===== src/rtl/reg_file_wb_ctrl.sv =====
// Register file write-port controller: req0/req1 writeback arbitration, req1 FIFO, pending-write scoreboard.
// Optional direct req1 grant when the FIFO is empty: define REG_FILE_WB_CTRL_BYPASS_EN.
module reg_file_wb_ctrl #(
    parameter int unsigned DATA_WIDTH   = 32,
    parameter int unsigned SEL_WIDTH    = 4,
    parameter int unsigned FIFO_DEPTH   = 4,
    parameter int unsigned STARVE_LIMIT = 8
) (
    input  logic                     clk,
    input  logic                     rst_n,
    input  logic                     req0_valid_i,
    input  logic [SEL_WIDTH-1:0]     req0_sel_i,
    input  logic [DATA_WIDTH-1:0]    req0_data_i,
    input  logic                     req1_valid_i,
    output logic                     req1_ready_o,
    input  logic [SEL_WIDTH-1:0]     req1_sel_i,
    input  logic [DATA_WIDTH-1:0]    req1_data_i,
    input  logic                     issue_valid_i,
    input  logic [SEL_WIDTH-1:0]     issue_sel_i,
    input  logic [SEL_WIDTH-1:0]     chk_sel_ra_i,
    input  logic [SEL_WIDTH-1:0]     chk_sel_rb_i,
    input  logic [SEL_WIDTH-1:0]     chk_sel_rc_i,
    input  logic [SEL_WIDTH-1:0]     chk_sel_dst_i,
    output logic                     hazard_o,
    output logic                     stall_o,
    output logic [2**SEL_WIDTH-1:0]  pending_o,
    output logic                     wr_en_o,
    output logic [SEL_WIDTH-1:0]     wr_sel_o,
    output logic [DATA_WIDTH-1:0]    wr_data_o
);

    localparam int unsigned NUM_REGS = 2**SEL_WIDTH;
    localparam int unsigned PTR_W    = (FIFO_DEPTH > 1) ? $clog2(FIFO_DEPTH) : 1;
    localparam int unsigned CNT_W    = $clog2(FIFO_DEPTH + 1);
    localparam int unsigned STV_W    = $clog2(STARVE_LIMIT + 1);

    typedef enum logic [1:0] {
        SRC_NONE = 2'd0,
        SRC_REQ0 = 2'd1,
        SRC_REQ1 = 2'd2
    } src_e;

    logic [SEL_WIDTH-1:0]  fifo_sel  [FIFO_DEPTH];
    logic [DATA_WIDTH-1:0] fifo_data [FIFO_DEPTH];
    logic [PTR_W-1:0]      wr_ptr_q, rd_ptr_q;
    logic [CNT_W-1:0]      cnt_q;
    logic [STV_W-1:0]      stv_q, stv_nxt;
    logic [NUM_REGS-1:0]   pending_q, pending_nxt;
    src_e                  wr_src_q, grant_src;
    logic                  fifo_empty, fifo_full, push, pop, bypass;
    logic [SEL_WIDTH-1:0]  grant_sel;
    logic [DATA_WIDTH-1:0] grant_data;

    assign fifo_empty   = (cnt_q == '0);
    assign fifo_full    = (cnt_q == CNT_W'(FIFO_DEPTH));
    assign req1_ready_o = !fifo_full;

`ifdef REG_FILE_WB_CTRL_BYPASS_EN
    assign bypass = req1_valid_i && fifo_empty && !req0_valid_i;
`else
    assign bypass = 1'b0;
`endif

    assign push = req1_valid_i && !fifo_full && !bypass;
    assign pop  = !req0_valid_i && !fifo_empty;

    always_comb begin
        grant_src  = SRC_NONE;
        grant_sel  = '0;
        grant_data = '0;
        if (req0_valid_i) begin
            grant_src  = SRC_REQ0;
            grant_sel  = req0_sel_i;
            grant_data = req0_data_i;
        end else if (pop) begin
            grant_src  = SRC_REQ1;
            grant_sel  = fifo_sel[rd_ptr_q];
            grant_data = fifo_data[rd_ptr_q];
        end else if (bypass) begin
            grant_src  = SRC_REQ1;
            grant_sel  = req1_sel_i;
            grant_data = req1_data_i;
        end
    end

    always_ff @(posedge clk) begin
        if (push) begin
            fifo_sel[wr_ptr_q]  <= req1_sel_i;
            fifo_data[wr_ptr_q] <= req1_data_i;
        end
    end

    always_ff @(posedge clk or negedge rst_n) begin
        if (!rst_n) begin
            wr_ptr_q <= '0;
            rd_ptr_q <= '0;
            cnt_q    <= '0;
        end else begin
            if (push) wr_ptr_q <= wr_ptr_q + 1'b1;
            if (pop)  rd_ptr_q <= rd_ptr_q + 1'b1;
            if (push && !pop)      cnt_q <= cnt_q + 1'b1;
            else if (pop && !push) cnt_q <= cnt_q - 1'b1;
        end
    end

    // Clear lands on the edge the register file captures the req1 data; a same-edge issue re-sets it.
    always_comb begin
        pending_nxt = pending_q;
        if (wr_en_o && (wr_src_q == SRC_REQ1))
            pending_nxt[wr_sel_o] = 1'b0;
        if (issue_valid_i && (issue_sel_i != '0))
            pending_nxt[issue_sel_i] = 1'b1;
        pending_nxt[0] = 1'b0;
    end

    assign pending_o = pending_q;
    assign hazard_o  = pending_q[chk_sel_ra_i] | pending_q[chk_sel_rb_i] |
                       pending_q[chk_sel_rc_i] | pending_q[chk_sel_dst_i];

    // A non-empty FIFO that does not pop can only mean req0 took the port this cycle.
    always_comb begin
        stv_nxt = stv_q;
        if (fifo_empty || pop)
            stv_nxt = '0;
        else if (stv_q != STV_W'(STARVE_LIMIT))
            stv_nxt = stv_q + 1'b1;
    end

    always_ff @(posedge clk or negedge rst_n) begin
        if (!rst_n) begin
            pending_q <= '0;
            stv_q     <= '0;
            stall_o   <= 1'b0;
            wr_en_o   <= 1'b0;
            wr_sel_o  <= '0;
            wr_data_o <= '0;
            wr_src_q  <= SRC_NONE;
        end else begin
            pending_q <= pending_nxt;
            stv_q     <= stv_nxt;
            stall_o   <= (stv_nxt == STV_W'(STARVE_LIMIT));
            wr_en_o   <= (grant_src != SRC_NONE) && (grant_sel != '0);
            wr_src_q  <= grant_src;
            if (grant_src != SRC_NONE) begin
                wr_sel_o  <= grant_sel;
                wr_data_o <= grant_data;
            end
        end
    end

endmodule


===== config.mk =====
export PLATFORM = sky130hd
export DESIGN_NAME = reg_file_wb_ctrl
export DESIGN_NICKNAME = d
export VERILOG_FILES = /design/src/rtl/reg_file_wb_ctrl.sv
export SDC_FILE = /design/constraint.sdc
export NUM_CORES = 1
export LEC_CHECK = 0
export CAP_MARGIN = 20
export CORE_MARGIN = 10
export CORE_UTILIZATION = 48
export CTS_BUF_LIST = sky130_fd_sc_hd__clkbuf_4 sky130_fd_sc_hd__clkbuf_8
export CTS_CLUSTER_SIZE = 8
export DETAILED_ROUTE_END_ITERATION = 8
export PLACE_DENSITY = 0.74
export SETUP_SLACK_MARGIN = 0.15
export SLEW_MARGIN = 40
export SYNTH_ARGS = -nofsm -noshare
export SYNTH_HDL_FRONTEND = slang
export SYNTH_SLANG_ARGS = --single-unit

===== constraint.sdc =====
create_clock -name clk -period 7.7 [get_ports clk]
set_clock_uncertainty 0.1 [all_clocks]
set_input_delay 1.925 -clock clk [delete_from_list [all_inputs] [get_ports clk]]
set_output_delay 1.925 -clock clk [all_outputs]
set_load 0.02 [all_outputs]

After elaboration in Yosys (flattened, before gate mapping)
Memories as Yosys holds them, arrays and structs flattened. Cells that the tools add are included.

Memories kept: 2. Input port bits: 97. Bits in writable memories: 144. Output and inout port bits: 56. Word-level logic and storage cells: 81. Bits in registers: 66.

Memories: fifo_data (words 4, width 32, read ports 1, clocked after memory_dff 0, write ports 1, RTL line 44) `logic [DATA_WIDTH-1:0] fifo_data [FIFO_DEPTH];`; fifo_sel (words 4, width 4, read ports 1, clocked after memory_dff 0, write ports 1, RTL line 43) `logic [SEL_WIDTH-1:0] fifo_sel [FIFO_DEPTH];`.

Multiplexer cells: 26. $lt $le $gt $ge: 8. Bitwise gates (word level): 6. Reductions and logical operators: 20. Add/sub/neg operators: 5. Equality and inequality tests: 4.

Operators by type and width (number): 32-bit 2-to-1 mux (2); 16-bit 2-to-1 mux (2); 4-bit by 5-bit < comparator with 1-bit output, second input constant (6); 16-bit AND (1); 1-bit binary-select mux with 4-bit select (4); 4-bit 2-to-1 mux (4); 16-bit NOT (1); 16-bit OR (1); 1-bit logical AND (9); 1-bit demux with 4-bit select (2); 4-bit by 1-bit >= comparator with 1-bit output, second input constant (2); 1-bit 2-to-1 mux (8); 4-bit nonzero test (2); 3-bit 2-to-1 mux (2); 1-bit zero test (5); 2-bit by 1-bit adder with 2-bit output, second input constant (2); 4-bit by 1-bit adder with 4-bit output, second input constant (1); 4-bit equality test, second input constant (1); 2-bit 2-to-1 mux (2); 4-bit inequality test, second input constant (1); 2-bit nonzero test (2); 3-bit by 1-bit adder with 3-bit output, second input constant (1); 3-bit equality test, second input constant (1); 3-bit zero test (1); other kinds (4) (6).

Logic depth before layout (Yosys ltp)
Gate-level depths: netlist of run 1.

Depth after elaboration: 9. Mapped depth: 9. Depth with buffers taken out: 9.

Worst setup path after synthesis of run 1
OpenSTA, ideal clock, no wires.

Path type: input-to-output. From: input port chk_sel_rb_i[2]. To: output port hazard_o. Path buffers: 1. Arrival time: 3.579 ns. Setup slack: 2.096 ns. Data required time: 5.675 ns. Cell stages on the path: 6. Cells stage by stage: clkbuf_1 mux2_1 nand2_1 a221oi_1 or4_1 or3_1.

Longest elaborated chain between the ends: 5.

Ends and longest elaborated chain: from (decl) (RTL line 21) `input logic [SEL_WIDTH-1:0] chk_sel_rb_i,`; 1-bit binary-select mux with 4-bit select (RTL line 117) `assign hazard_o = pending_q[chk_sel_ra_i] | pending_q[chk_sel_rb_i] |`; 1-bit 2-to-1 mux (not written as such) (RTL line 117); 1-bit OR (2 in series) (RTL line 117); 1-bit OR (RTL line 118) `pending_q[chk_sel_rc_i] | pending_q[chk_sel_dst_i];`; to (decl) (RTL line 24) `output logic hazard_o,`.

No other way between the ends. The select of a mux whose other input is x is not followed.

Final worst setup path of run 1
From: input port chk_sel_rc_i[0]. To: output port hazard_o.

Longest elaborated chain between the ends: 4.

Ends and longest elaborated chain: from (decl) (RTL line 22) `input logic [SEL_WIDTH-1:0] chk_sel_rc_i,`; 1-bit binary-select mux with 4-bit select (RTL line 118); 1-bit 2-to-1 mux (not written as such) (RTL line 118); 1-bit OR (RTL line 117); 1-bit OR (RTL line 118).

No other way between the ends. The select of a mux whose other input is x is not followed.

==> results.ini, run 1 <==
[run_status]
status=completed

[placement]
place_area_sq_um=10400
gp_routability_congestion=0.924
io_buffers=151
dp.cells=893
dp_hpwl_mm=13.6

[die]
die_area_sq_um=23900
fp.dieH_microns=155
ios=153
fp.dieW_microns=155
rows=49
start_util_pct=48.7
core_sq_um=17900

[finish]
stdcell_area_sq_um=11100
fin_util_pct=62.1
nets=806
layout_common_cells=clkdlybuf4s50_1, edfxtp_1, dfrtp_1, nand2_1, mux4_2
final_common_cell=clkdlybuf4s50_1
drive_gt1_share_pct=16.8
final_cells=956
area_delta_synth_final_pct=27.6

[drt]
viasPerCell=5.49
vias=5249
first_pass_iters=4
ant_nets=0
drc_errors=0
wirelength_mm=20.3
wl_per_cell_microns=21.2
drtIter0Drc=220

[synth]
synth-compound-area-share_pct=5.43
synth_seq_area_share_pct=68.6
synth-xor-area-share_pct=0.804
synth_top_family_by_area=multiplexers
synth_nets=640
synth_seq_cells=210
avgSynthCellArea_sq_um=16.3
synth_cell_type_count=37
synth_adder_area_share_pct=1.24
ys_warn_count=0
postSynthCellCount=535
synthesis.area_sq_um=8710
yosys.area_share.simple_pct=4.71
synthMuxAreaShare_pct=17.3

[cts]
cts_root_buffer=clkbuf_8
cts_sinks=210
htree_levels=2
clock_path_buffers=3
cts_tree=built
path_clk_slew_ns=0.06
cts_setup_buffers=0
clk_latency_ns=0.50
cts_buffers=35
ctsHoldBuffers=0
cts_resized=0

[pwr]
power.density_nw_per_um2=351
peakVddDrop_mv=0.204
leakage_uw=0.00418

[sta]
rsz0062_at_grt=false
finalCriticalPeriod_ns=6.67
drv_slew=0
fin_setup_tns_ns=0
worst_pin_slew_ns=0.765
slew_headroom_pct=49.0
finalSetupViolCount=0
max_freq_ghz=0.150
hold_viol_final=0
post-route-period-util_pct=86.7

[hold_path]
worstHoldStart=cnt_q[2]$_DFFE_PN0P_
hp-class=reg -> reg

[critical_path]
worst_setup_path_start_kind=input port
worstPathArrival_ns=4.65
required_ns=5.68
path_max_fanout=4
crit_start=chk_sel_rc_i[0]
r2r_start=cnt_q[2]$_DFFE_PN0P_
end_kind=output pin
criticalPathCategory=in -> out

[grt]
grt_pass1_wl_mm=32.0
grt_pass1_vias=5788
overflow=0
grt_util_all_layers_pct=16.8
antenna_found_initial=2
grt_max_degree=79

[job]
drv_cap=0

-- final cells by class --
cell class / count / area, sq um
tap: 229 / 287
clock inverter: 7 / 32.5
inverter: 15 / 56.3
timing repair buffer: 154 / 1530
sequential: 210 / 5980
fill: 1338 / 6790
antenna: 1 / 2.50
multi-input combinational: 285 / 2590
clock buffer: 55 / 638
-- power breakdown --
| part | internal (uW) | switching (uW) |
|---|---|---|
| Sequential | 1510 | 215 |
| Clock | 525 | 399 |
| Combinational | 635 | 621 |
-- cells in the mapped netlist (all sizes together) --
master	instances	area share, %
mux2	10	1.3
and2	1	0.072
o311ai	4	0.40
and3	5	0.36
nor2	12	0.52
fa	1	0.23
mux2i	40	4.6
a221oi	4	0.40
edfxtp	144	50
nor2b	1	0.072
buf	9	0.56
nor4bb	1	0.11
o31ai	3	0.26
nand2	50	2.2
or4	1	0.086
nand3b	3	0.26
dfrtp	66	19
o41ai	2	0.20
a31oi	4	0.29
conb	1	0.043
xnor2	4	0.40
inv	15	0.65
nand3	7	0.40
o22ai	2	0.14
xor2	4	0.40
or2	1	0.072
clkbuf	16	0.69
or3	3	0.22
ha	7	1.0
mux4	44	11
or3b	1	0.10
o21ai	65	3.7
nand2b	4	0.29
-- worst paths after layout --
path / end / slack [ns] / cells after the start
setup / recovery: hazard_o / 1.03 / 7
hold / removal: cnt_q[2]$_DFFE_PN0P_ / 0.40 / 1
setup reg to reg: cnt_q[2]$_DFFE_PN0P_ / 5.26 / 9
hold reg to reg: cnt_q[2]$_DFFE_PN0P_ / 0.40 / 1
max in group asynchronous: rd_ptr_q[1]$_DFFE_PN0P_ / 5.67 / 1
min in group asynchronous: wr_data_o[6]$_DFFE_PN0P_ / 1.32 / 1
-- per-stage QoR --
stage	total power, uW	setup slack, ns	hold WS [ns]
floorplan	2480	2.10	0.356
global placement	2980	1.01	0.375
detailed placement	3020	1.00	0.395
CTS	3960	0.996	0.403
global route	4120	0.927	0.423
finish	3900	1.03	0.401
-- cell families after synthesis --
family,after synthesis
buffers and inverters,40
AOI/OAI and AO/OA,84
muxes,94
other,1
xor gates and xnor gates,8
adders and majority gates,8
DFF,210
and+or+nand+nor,90
-- metal layers --
layer,track usage [%],share of wire [%],routed length (microns)
met1,20.6,42,8580
met2,28.2,49,9930
met5,0,0.15,31
met3,5.30,6.7,1360
met4,4.50,1.7,348
-- flip-flops by register name (all words and copies together), names as in the netlist --
signal,cells
stall_o,1
wr_ptr_q,2
fifo_sel,16
stv_q,4
cnt_q,3
wr_sel_o,4
wr_src_q,2
wr_en_o,1
wr_data_o,32
pending_o,15
rd_ptr_q,2
fifo_data,128
-- critical path, cell delays in order --
cell             delay [ns]
clkdlybuf4s50_1        0.56
mux4_2                 0.52
inv_1                  0.06
a221oi_1               0.08
or4_1                  0.52
or3_1                  0.43
clkdlybuf4s50_1        0.57
(Power assumes the default switching activity.)
==> inputs of run 2 (changes only) <==
- ABC_CLOCK_PERIOD_IN_PS: not set -> 7700
==> results of run 2 <==
No change in the layout: final DEF, timing and power equal those of run 1.
